<file path="src/rtl/float_adder_pipe_if.sv">
// Operand/result bundle for float_adder_pipe. i_sub exists only when FADD_SUB_EN is defined.
// Handshake: a beat transfers on a rising clk edge where valid && ready are both high;
// the producer holds its valid and data stable until that edge, and ready may depend on valid.
interface float_adder_pipe_if #(
  parameter int MANT_W = 15,
  parameter int EXP_W  = 5
);
  logic              i_valid;
  logic              i_ready;
  logic [MANT_W-1:0] i_mant1;
  logic [MANT_W-1:0] i_mant2;
  logic [EXP_W-1:0]  i_exp1;
  logic [EXP_W-1:0]  i_exp2;
`ifdef FADD_SUB_EN
  logic              i_sub;
`endif
  logic              o_valid;
  logic              o_ready;
  logic [MANT_W-1:0] o_mant;
  logic [EXP_W-1:0]  o_exp;
  logic              o_ovf;
  logic              o_unf;

  modport master (
`ifdef FADD_SUB_EN
    output i_sub,
`endif
    output i_valid, i_mant1, i_mant2, i_exp1, i_exp2, o_ready,
    input  i_ready, o_valid, o_mant, o_exp, o_ovf, o_unf
  );

  modport slave (
`ifdef FADD_SUB_EN
    input  i_sub,
`endif
    input  i_valid, i_mant1, i_mant2, i_exp1, i_exp2, o_ready,
    output i_ready, o_valid, o_mant, o_exp, o_ovf, o_unf
  );
endinterface

</file>
<file path="src/rtl/float_adder_pipe.sv">
// Three-stage (align, add, normalise) adder for mant * 2^exp values with valid/ready backpressure.
// Define FADD_SUB_EN to add the i_sub input (1 = op1 - op2); otherwise the block always adds.
module float_adder_pipe #(
  parameter int MANT_W = 15,
  parameter int EXP_W  = 5
) (
  input logic               clk,
  input logic               rst_n,
  float_adder_pipe_if.slave bus
);
  localparam int AW = MANT_W + 1;
  localparam int PW = EXP_W + 1;
  // Wide enough for exp + 1 and exp - (MANT_W - 1) without wrapping.
  localparam int XW = EXP_W + $clog2(MANT_W) + 2;
  localparam logic signed [XW-1:0] EMAX = XW'(2 ** (EXP_W - 1) - 1);
  localparam logic signed [XW-1:0] EMIN = XW'(-(2 ** (EXP_W - 1)));

  logic                     r_v1, r_v2, r_v3;
  logic signed [AW-1:0]     r_a1, r_b1;
  logic signed [PW-1:0]     r_e1, r_e2;
  logic signed [AW-1:0]     r_sum2;
  logic [MANT_W-1:0]        r_mant3;
  logic [EXP_W-1:0]         r_exp3;
  logic                     r_ovf3, r_unf3;

  logic                     w_en1, w_en2, w_en3;
  logic signed [AW-1:0]     w_op1, w_op2_raw, w_op2, w_a, w_b;
  logic signed [PW-1:0]     w_x1, w_x2, w_d, w_emax;
  logic [PW-1:0]            w_abs;
  logic [31:0]              w_sh;
  logic signed [XW-1:0]     w_k, w_e_ext, w_e_n;
  logic [MANT_W-1:0]        w_m_n, w_mant;
  logic [EXP_W-1:0]         w_exp;
  logic                     w_ovf, w_unf;

  // A stage may load when it is empty or its content moves on this edge.
  assign w_en3       = !r_v3 || bus.o_ready;
  assign w_en2       = !r_v2 || w_en3;
  assign w_en1       = !r_v1 || w_en2;
  assign bus.i_ready = w_en1;

  assign w_op1     = {bus.i_mant1[MANT_W-1], bus.i_mant1};
  assign w_op2_raw = {bus.i_mant2[MANT_W-1], bus.i_mant2};
`ifdef FADD_SUB_EN
  assign w_op2 = bus.i_sub ? -w_op2_raw : w_op2_raw;
`else
  assign w_op2 = w_op2_raw;
`endif

  assign w_x1   = {bus.i_exp1[EXP_W-1], bus.i_exp1};
  assign w_x2   = {bus.i_exp2[EXP_W-1], bus.i_exp2};
  assign w_d    = w_x1 - w_x2;
  assign w_abs  = w_d[PW-1] ? PW'(-w_d) : PW'(w_d);
  assign w_sh   = (32'(w_abs) > 32'(AW)) ? 32'(AW) : 32'(w_abs);
  assign w_a    = w_d[PW-1] ? (w_op1 >>> w_sh) : w_op1;
  assign w_b    = w_d[PW-1] ? w_op2 : (w_op2 >>> w_sh);
  assign w_emax = w_d[PW-1] ? w_x2 : w_x1;

  always_comb begin : normalise
    logic found;
    found   = 1'b0;
    w_k     = '0;
    for (int i = MANT_W - 2; i >= 0; i--) begin
      if (!found && (r_sum2[i] == r_sum2[MANT_W-1])) begin
        w_k = w_k + XW'(1);
      end else begin
        found = 1'b1;
      end
    end
    w_e_ext = {{(XW-PW){r_e2[PW-1]}}, r_e2};
    if (r_sum2[AW-1] != r_sum2[AW-2]) begin
      w_m_n = r_sum2[AW-1:1];
      w_e_n = w_e_ext + XW'(1);
    end else begin
      w_m_n = r_sum2[MANT_W-1:0] << w_k;
      w_e_n = w_e_ext - w_k;
    end
    w_mant = '0;
    w_exp  = '0;
    w_ovf  = 1'b0;
    w_unf  = 1'b0;
    if (r_sum2 == '0) begin
      w_mant = '0;
    end else if (w_e_n > EMAX) begin
      w_mant = r_sum2[AW-1] ? {1'b1, {(MANT_W-1){1'b0}}} : {1'b0, {(MANT_W-1){1'b1}}};
      w_exp  = EMAX[EXP_W-1:0];
      w_ovf  = 1'b1;
    end else if (w_e_n < EMIN) begin
      w_unf  = 1'b1;
    end else begin
      w_mant = w_m_n;
      w_exp  = w_e_n[EXP_W-1:0];
    end
  end

  always_ff @(posedge clk or negedge rst_n) begin
    if (!rst_n) begin
      r_v1 <= 1'b0;
      r_a1 <= '0;
      r_b1 <= '0;
      r_e1 <= '0;
    end else if (w_en1) begin
      r_v1 <= bus.i_valid;
      if (bus.i_valid) begin
        r_a1 <= w_a;
        r_b1 <= w_b;
        r_e1 <= w_emax;
      end
    end
  end

  always_ff @(posedge clk or negedge rst_n) begin
    if (!rst_n) begin
      r_v2   <= 1'b0;
      r_sum2 <= '0;
      r_e2   <= '0;
    end else if (w_en2) begin
      r_v2 <= r_v1;
      if (r_v1) begin
        r_sum2 <= r_a1 + r_b1;
        r_e2   <= r_e1;
      end
    end
  end

  always_ff @(posedge clk or negedge rst_n) begin
    if (!rst_n) begin
      r_v3    <= 1'b0;
      r_mant3 <= '0;
      r_exp3  <= '0;
      r_ovf3  <= 1'b0;
      r_unf3  <= 1'b0;
    end else if (w_en3) begin
      r_v3 <= r_v2;
      if (r_v2) begin
        r_mant3 <= w_mant;
        r_exp3  <= w_exp;
        r_ovf3  <= w_ovf;
        r_unf3  <= w_unf;
      end
    end
  end

  assign bus.o_valid = r_v3;
  assign bus.o_mant  = r_mant3;
  assign bus.o_exp   = r_exp3;
  assign bus.o_ovf   = r_ovf3 && r_v3;
  assign bus.o_unf   = r_unf3 && r_v3;
endmodule

</file>
<file path="src/flat_wrapper.sv">
// flat-port wrapper written by rule: the top's interface ports become plain ports
module float_adder_pipe_flat 
#(
  parameter int MANT_W = 15,
  parameter int EXP_W  = 5
)
  (clk, rst_n, bus_i_valid, bus_i_mant1, bus_i_mant2, bus_i_exp1, bus_i_exp2, bus_o_ready, bus_i_ready, bus_o_valid, bus_o_mant, bus_o_exp, bus_o_ovf, bus_o_unf);
  float_adder_pipe_if #(.MANT_W(MANT_W), .EXP_W(EXP_W)) bus_i ();
  input logic clk;
  input logic rst_n;
  input wire logic [$bits(bus_i.i_valid)-1:0] bus_i_valid;
  input wire logic [$bits(bus_i.i_mant1)-1:0] bus_i_mant1;
  input wire logic [$bits(bus_i.i_mant2)-1:0] bus_i_mant2;
  input wire logic [$bits(bus_i.i_exp1)-1:0] bus_i_exp1;
  input wire logic [$bits(bus_i.i_exp2)-1:0] bus_i_exp2;
  input wire logic [$bits(bus_i.o_ready)-1:0] bus_o_ready;
  output wire logic [$bits(bus_i.i_ready)-1:0] bus_i_ready;
  output wire logic [$bits(bus_i.o_valid)-1:0] bus_o_valid;
  output wire logic [$bits(bus_i.o_mant)-1:0] bus_o_mant;
  output wire logic [$bits(bus_i.o_exp)-1:0] bus_o_exp;
  output wire logic [$bits(bus_i.o_ovf)-1:0] bus_o_ovf;
  output wire logic [$bits(bus_i.o_unf)-1:0] bus_o_unf;
  assign bus_i.i_valid = bus_i_valid;
  assign bus_i.i_mant1 = bus_i_mant1;
  assign bus_i.i_mant2 = bus_i_mant2;
  assign bus_i.i_exp1 = bus_i_exp1;
  assign bus_i.i_exp2 = bus_i_exp2;
  assign bus_i.o_ready = bus_o_ready;
  assign bus_i_ready = bus_i.i_ready;
  assign bus_o_valid = bus_i.o_valid;
  assign bus_o_mant = bus_i.o_mant;
  assign bus_o_exp = bus_i.o_exp;
  assign bus_o_ovf = bus_i.o_ovf;
  assign bus_o_unf = bus_i.o_unf;
  float_adder_pipe #(.MANT_W(MANT_W), .EXP_W(EXP_W)) u_core (.clk(clk), .rst_n(rst_n), .bus(bus_i));
endmodule
</file>
<file path="config.mk">
export PLATFORM = sky130hd
export DESIGN_NAME = float_adder_pipe_flat
export DESIGN_NICKNAME = d
export VERILOG_FILES = /design/src/rtl/float_adder_pipe_if.sv /design/src/rtl/float_adder_pipe.sv /design/src/flat_wrapper.sv
export SDC_FILE = /design/constraint.sdc
export NUM_CORES = 1
export LEC_CHECK = 0
export BUFFER_PORTS_ARGS = -buffer_cell sky130_fd_sc_hd__buf_2
export CAP_MARGIN = 20
export CORE_UTILIZATION = 40
export CTS_CLUSTER_DIAMETER = 100
export DETAILED_ROUTE_END_ITERATION = 16
export GPL_ROUTABILITY_DRIVEN = 1
export SYNTH_ARGS = -nofsm -noshare
export SYNTH_HDL_FRONTEND = slang
export SYNTH_SLANG_ARGS = --single-unit
</file>
<file path="constraint.sdc">
create_clock -name clk -period 14.9 [get_ports clk]
set_input_delay 0 -clock clk [delete_from_list [all_inputs] [get_ports clk]]
set_output_delay 0 -clock clk [all_outputs]
set_load 0.005 [all_outputs]
</file>
==> results.json, run 1 <==
{
  "status": "finished, final reports clean",
  "finalWeightedCongestion": 0.9401,
  "total_leakage_power_nw": 4.219,
  "num_rows": 54,
  "worstPathRequired_ps": 15180,
  "num_vias": 8082,
  "grt_max_degree": 75,
  "die_w_um": 150.7,
  "path_common_cell": "ha_1",
  "worst_ir_drop_vdd_uv": 79.25,
  "post-route-util_pct": 44.63,
  "clock_latency_ps": 350,
  "port_buffers": 67,
  "relSlewSlack_pct": 35.84,
  "synth_edf_count": 0,
  "die_y_um": 150.7,
  "drt_iter0_drc": 531,
  "core_region_area_um2": 21760,
  "dp.cells": 1367,
  "num_io_pins": 68,
  "final.setup_skew_ps": 11.91,
  "syn_to_final_growth_pct": 9.775,
  "whs_path_depth": 3,
  "htreeDepth": 3,
  "min_to": "u_core.r_e1[0]",
  "design_area_um2": 9709,
  "track_usage_pct": 21.53,
  "synth_top_family_by_area": "compound AO/OA/AOI/OAI gates",
  "synth_compound_area_share_pct": 24.95,
  "synth_flop_cell": "dfrtp_1",
  "clock-sinks": 81,
  "cts.path.max_buffers": 2,
  "cts_buffers": 9,
  "reg2reg_from": "u_core.r_sum2[14]",
  "fmax_mhz": 78.94,
  "cts_tree": "done",
  "syn-cell-area_um2": 8845,
  "hp-start": "bus_i_exp2[0]",
  "worstSetupPathType": "reg2reg",
  "rsz0062_at_grt": "false",
  "synth_seq_cells": 81,
  "initial_core_util_pct": 40.65,
  "yosys_warnings": 0,
  "synth_adder_area_share_pct": 7.045,
  "dp_hpwl_mm": 17.89,
  "final_antenna_net_count": 0,
  "setup_viol": 0,
  "worst_pin_slew_ps": 962.4,
  "tns_ps": 0,
  "crit_path_start_kind": "flip-flop",
  "first_pass_iters": 5,
  "reg2reg_depth": 52,
  "cts_root_buf": "clkbuf_16",
  "hold_viol": 0,
  "path_clk_slew_ps": 70,
  "die_area_um2": 22710,
  "final_cells": 1398,
  "seq_area_frac_synth_pct": 22.92,
  "crit_fanout": 38,
  "worst_ep_arrival_time_ps": 12950,
  "overflow": 0,
  "fin_nets": 1205,
  "synth_xor_xnor_area_share_pct": 5.871,
  "grt_pass1_wl_mm": 38.98,
  "netlist_instances": 1072,
  "drc": 0,
  "via_per_inst": 5.781,
  "synthSimpleGateAreaFrac_pct": 18.38,
  "period_needed_ps": 12670,
  "synth-async-reset-ratio_pct": 100.0,
  "synth.area.mux_share_pct": 13.50,
  "fillers": 2168,
  "drive_above_1_share_pct": 15.56,
  "synth_cell_types": 100,
  "num_antenna_cells": 0,
  "r2r_end": "u_core.bus.o_mant[9]",
  "antenna_found_initial": 0,
  "finalMaxSlewViolations": 0,
  "slowest_stage": "a21boi_0",
  "cap_violations": 0,
  "r2r_setup_slack_ps": 2230,
  "power.total_mw": 1.926,
  "placedInstanceArea_um2": 9204,
  "postCtsSetupRepairBufs": 0,
  "hold_class": "in2reg",
  "layout_worst_path_cycle_share_pct": 85.02,
  "syn_avg_cell_area_um2": 8.251,
  "wl_per_cell_um": 16.70,
  "grt_pass1_vias": 7817,
  "max_stage_delay_ps": 550,
  "wirelength_mm": 23.35,
  "critPathCaptureType": "flip-flop",
  "power.density_nw_per_um2": 198.4
}
[worst max-delay path by stage]
| stage | start | end | slack (ps) | cells after the start |
|---|---|---|---|---|
| floorplan | u_core.r_sum2[14] | u_core.bus.o_mant[12] | 3690 | 56 |
| finish | u_core.r_sum2[14] | u_core.bus.o_mant[9] | 2230 | 52 |
| global placement | u_core.r_sum2[14] | u_core.bus.o_mant[10] | 2810 | 52 |
| detailed placement | u_core.r_sum2[14] | u_core.bus.o_mant[9] | 2330 | 52 |
| global route | u_core.r_sum2[14] | u_core.bus.o_mant[12] | 980 | 52 |
| CTS | u_core.r_sum2[14] | u_core.bus.o_mant[9] | 2310 | 52 |
[worst max-delay path, delay by kind of cell, from the launching register on]
kind                       cells  cell delay (ps)
xor gates and xnor gates       1              150
AOI/OAI and AO/OA             23             4850
muxes                          4              900
DFF                            1              320
and+or+nand+nor               10             1730
adders and majority gates     11             3660
buffers and inverters          3              950
[registers in the layout, summed over array words and instances, names as in the netlist, 5 cells and up]
register	count
u_core.r_e2	5
u_core.r_e1	5
u_core.bus.o_mant	15
u_core.bus.o_exp	5
u_core.r_b1	15
u_core.r_a1	15
u_core.r_sum2	16
[metal layers]
metal | global-route usage, % | part of all wire, % | vias to the layer above
li1 | - | - | 4022
met2 | 34.03 | 44 | 249
met5 | 0 | 0 | -
met4 | 8.200 | 2.7 | 0
met1 | 29.38 | 47 | 3759
met3 | 3.394 | 5.4 | 52
[stage by stage]
step	setup slack [ps]	hold WS, ps
finish	2232	8.796
CTS	2306	9.905
floorplan	3687	-295.6
global route	980.3	48.96
detailed placement	2335	-175.6
global placement	2806	-175.2
[placed cells by master (no fill, tap or decap), types with 7 or more instances in the layout]
| cell | n |
|---|---|
| and3_1 | 9 |
| and2_1 | 11 |
| a21oi_1 | 55 |
| a21o_1 | 7 |
| o21ai_0 | 95 |
| dlygate4sd3_1 | 15 |
| nor3_1 | 16 |
| o22ai_1 | 23 |
| nor2_1 | 53 |
| nor4_1 | 8 |
| a21boi_0 | 8 |
| inv_1 | 52 |
| nand3_1 | 20 |
| buf_4 | 14 |
| mux2_2 | 14 |
| o211ai_1 | 8 |
| mux2i_1 | 90 |
| xor2_1 | 11 |
| dfrtp_1 | 81 |
| a211oi_1 | 14 |
| xnor2_1 | 29 |
| nand4_1 | 12 |
| ha_1 | 45 |
| buf_2 | 66 |
| nor2b_1 | 11 |
| o21ai_2 | 11 |
| o21a_1 | 8 |
| clkbuf_16 | 9 |
| nand2_1 | 139 |
| nand2b_1 | 12 |
| a221oi_1 | 13 |
| o31ai_1 | 13 |
| a31oi_1 | 7 |
[cells in the mapped netlist, drive strengths merged, types with 20 or more instances]
cell type	number	area share (%)
a21oi	56	3.2
nor2	56	2.4
inv	52	2.2
mux2i	91	10
ha	45	6.4
clkbuf	54	3.9
nand3	20	1.1
nand2	141	6.0
xnor2	31	3.2
dfrtp	81	23
o21ai	111	6.7
o22ai	23	1.6
[kinds of logic (layout without fill, tap and decap cells)]
group                    count (synthesis)  count (layout)
AND/OR/NAND/NOR                        334             334
multiplexers                           110             110
flip-flops                              81              81
buffers and inverters                  120             164
AO/OA/AOI/OAI                          330             330
other                                    1               3
XOR/XNOR                                48              48
adder cells (fa/ha/maj)                 48              48
[area by class of cell]
| type | count | area [um2] | area share (%) |
|---|---|---|---|
| Multi-Input combinational cell | 873 | 6192 | 63.78 |
| Sequential cell | 81 | 2027 | 20.88 |
| Timing Repair Buffer | 95 | 585.6 | 6.031 |
| Tap cell | 280 | 350.3 | 3.608 |
| Clock buffer | 9 | 225.2 | 2.320 |
| Inverter | 53 | 198.9 | 2.049 |
| Clock inverter | 7 | 130.1 | 1.340 |
[where the power goes]
group	internal, mW	switching (mW)
clock	0.167	0.101
combinational	0.531	0.720
sequential	0.295	0.112
total	0.994	0.933
[what timing repair did]
action                                 4_1_cts  5_1_grt
hold buffers                                15        0
gates resized for setup                      0        0
endpoints found under the hold margin       18        0
Note: power is estimated with default switching activity, not from simulation.
==> run 2, diff against run 1 <==
Settings changed: RECOVER_POWER set to 25.
==> run 2 against run 1 <==
Net effect: the flow now finishes with violations (max-capacitance violations, max-slew violations); cell area is 0.19% lower; final cell count stayed put; clock power about the same; global-route usage is the same; critical path depth unchanged; first-iteration DRC count grew 1.1%.
==> results.json, run 2 (synthesis results as in run 1) <==
{
  "status": "complete, but fails checks",
  "failed_checks": "max-capacitance violations, max-slew violations",
  "num_io_pins": 68,
  "fmax_mhz": 78.75,
  "die_area_um2": 22710,
  "hold_class": "in2reg",
  "finalWeightedCongestion": 0.9401,
  "core_region_area_um2": 21760,
  "final_common_cell": "nand2_1",
  "power.density_nw_per_um2": 198.5,
  "postCtsResizedCells": 0,
  "num_vias": 8125,
  "largest_register_ffs": 16,
  "initial_core_util_pct": 40.65,
  "startpoint": "u_core.r_sum2[14]",
  "grt_max_degree": 75,
  "wirelength_mm": 23.39,
  "rsz0062_at_grt": "false",
  "slowest_stage": "a21boi_0",
  "final.setup_skew_ps": 11.54,
  "reg2reg_from": "u_core.r_sum2[14]",
  "fillers": 2175,
  "track_usage_pct": 21.53,
  "total_leakage_power_nw": 4.173,
  "num_rows": 54,
  "worstPathRequired_ps": 15180,
  "overflow": 0,
  "via_per_inst": 5.812,
  "first_pass_iters": 7,
  "path_common_cell": "ha_1",
  "final_antenna_net_count": 0,
  "tns_ps": 0,
  "place_ws_ps": 2335,
  "die_y_um": 150.7,
  "layout_worst_path_cycle_share_pct": 85.22,
  "final_cells": 1398,
  "max_stage_delay_ps": 560,
  "drc": 0,
  "die_w_um": 150.7,
  "path_buf_inv": 3,
  "clock-sinks": 81,
  "path_clk_slew_ps": 70,
  "worstSetupPathType": "reg2reg",
  "dp_hpwl_mm": 17.89,
  "antenna_found_initial": 0,
  "cts_tree": "done",
  "postCtsSetupRepairBufs": 0,
  "hold_ws_ps": 8.811,
  "period_needed_ps": 12700,
  "num_antenna_cells": 0,
  "cts_root_buf": "clkbuf_16",
  "grt_pass1_vias": 7817,
  "worst_pin_slew_ps": 3980,
  "cts_buffers": 9,
  "fin_ws_ps": 2202,
  "worst_ir_drop_vdd_uv": 79.58,
  "syn_to_final_growth_pct": 9.563,
  "wl_per_cell_um": 16.73,
  "drive_above_1_share_pct": 14.40,
  "crit_path_start_kind": "flip-flop",
  "setup_viol": 0,
  "hold_viol": 0,
  "htreeDepth": 3,
  "cts.path.max_buffers": 2,
  "cap_violations": 1,
  "port_buffers": 67,
  "layout_common_cells": "nand2_1, o21ai_0, mux2i_1",
  "finalMaxSlewViolations": 75,
  "worst_ep_arrival_time_ps": 12970,
  "fin_nets": 1205,
  "crit_fanout": 38,
  "hp-start": "bus_i_exp2[0]",
  "top_register": "u_core.r_sum2",
  "dp.cells": 1367,
  "grt_pass1_wl_mm": 38.98,
  "drt_iter0_drc": 537,
  "critPathCaptureType": "flip-flop",
  "clock_latency_ps": 350,
  "relSlewSlack_pct": -165.3,
  "crit_family": "compound AO/OA/AOI/OAI gates"
}
==> run 2: cell count changes in the layout (fill, tap and decap cells not counted), sizes merged <==
cell,change
buf,-12
clkbuf,+12
==> run 2: timing repair <==
action | in CTS | in global routing
hold buffers | 15 | 0
hold endpoints to repair | 18 | 0
setup endpoints to repair | 0 | 0
==> run 2: cell type report <==
type	count	area, um2	share of cell area [%]
Clock buffer	9	225.2	2.324
Clock inverter	7	130.1	1.343
Inverter	53	198.9	2.053
Multi-Input combinational cell	873	6192	63.90
Sequential cell	81	2027	20.92
Tap cell	280	350.3	3.615
Timing Repair Buffer	95	566.8	5.849
==> run 2: worst paths after layout <==
| path | slack, ps | cells past startpoint | end |
|---|---|---|---|
| max | 2200 | 52 | u_core.bus.o_mant[9] |
| min | 9 | 3 | u_core.r_e1[0] |
| max reg2reg | 2200 | 52 | u_core.bus.o_mant[9] |
| min reg2reg | 470 | 1 | u_core.r_ovf3 |
| max in group asynchronous | 10920 | 3 | u_core.r_sum2[3] |
| min in group asynchronous | 640 | 3 | u_core.bus.o_mant[9] |
==> run 2: report_power, final <==
group / switching [mW] / leakage [nW] / internal, mW / total, mW
clock network: 0.100 / 0.174 / 0.167 / 0.268
logic: 0.721 / 3.01 / 0.527 / 1.25
registers: 0.112 / 0.992 / 0.295 / 0.407
total: 0.934 / 4.17 / 0.990 / 1.92
==> run 2: metal layers <==
metal / vias to the layer above / GRT usage (%) / wire length [um] / share of wire [%]
met5: - / 0 / 0 / 0
met4: 0 / 8.200 / 646 / 2.8
met3: 59 / 3.394 / 1326 / 5.7
met2: 256 / 34.03 / 10380 / 44
met1: 3784 / 29.38 / 11040 / 47
li1: 4026 / - / - / -
==> run 2: per-stage QoR <==
| step | util (%) | power, mW | instance area (um2) |
|---|---|---|---|
| global route | 44.54 | 2.102 | 9691 |
| detailed placement | 42.31 | 1.640 | 9204 |
| CTS | 44.63 | 1.921 | 9709 |
| global placement | 42.31 | 1.627 | 9204 |
| finish | 44.54 | 1.924 | 9691 |
| floorplan | - | 1.374 | 8852 |
==> run 2: worst min-delay path, delay by kind of cell <==
family / cells / cell delay, ps
buffers and inverters: 1 / 90
AO/OA/AOI/OAI: 1 / 150
multiplexers: 1 / 90
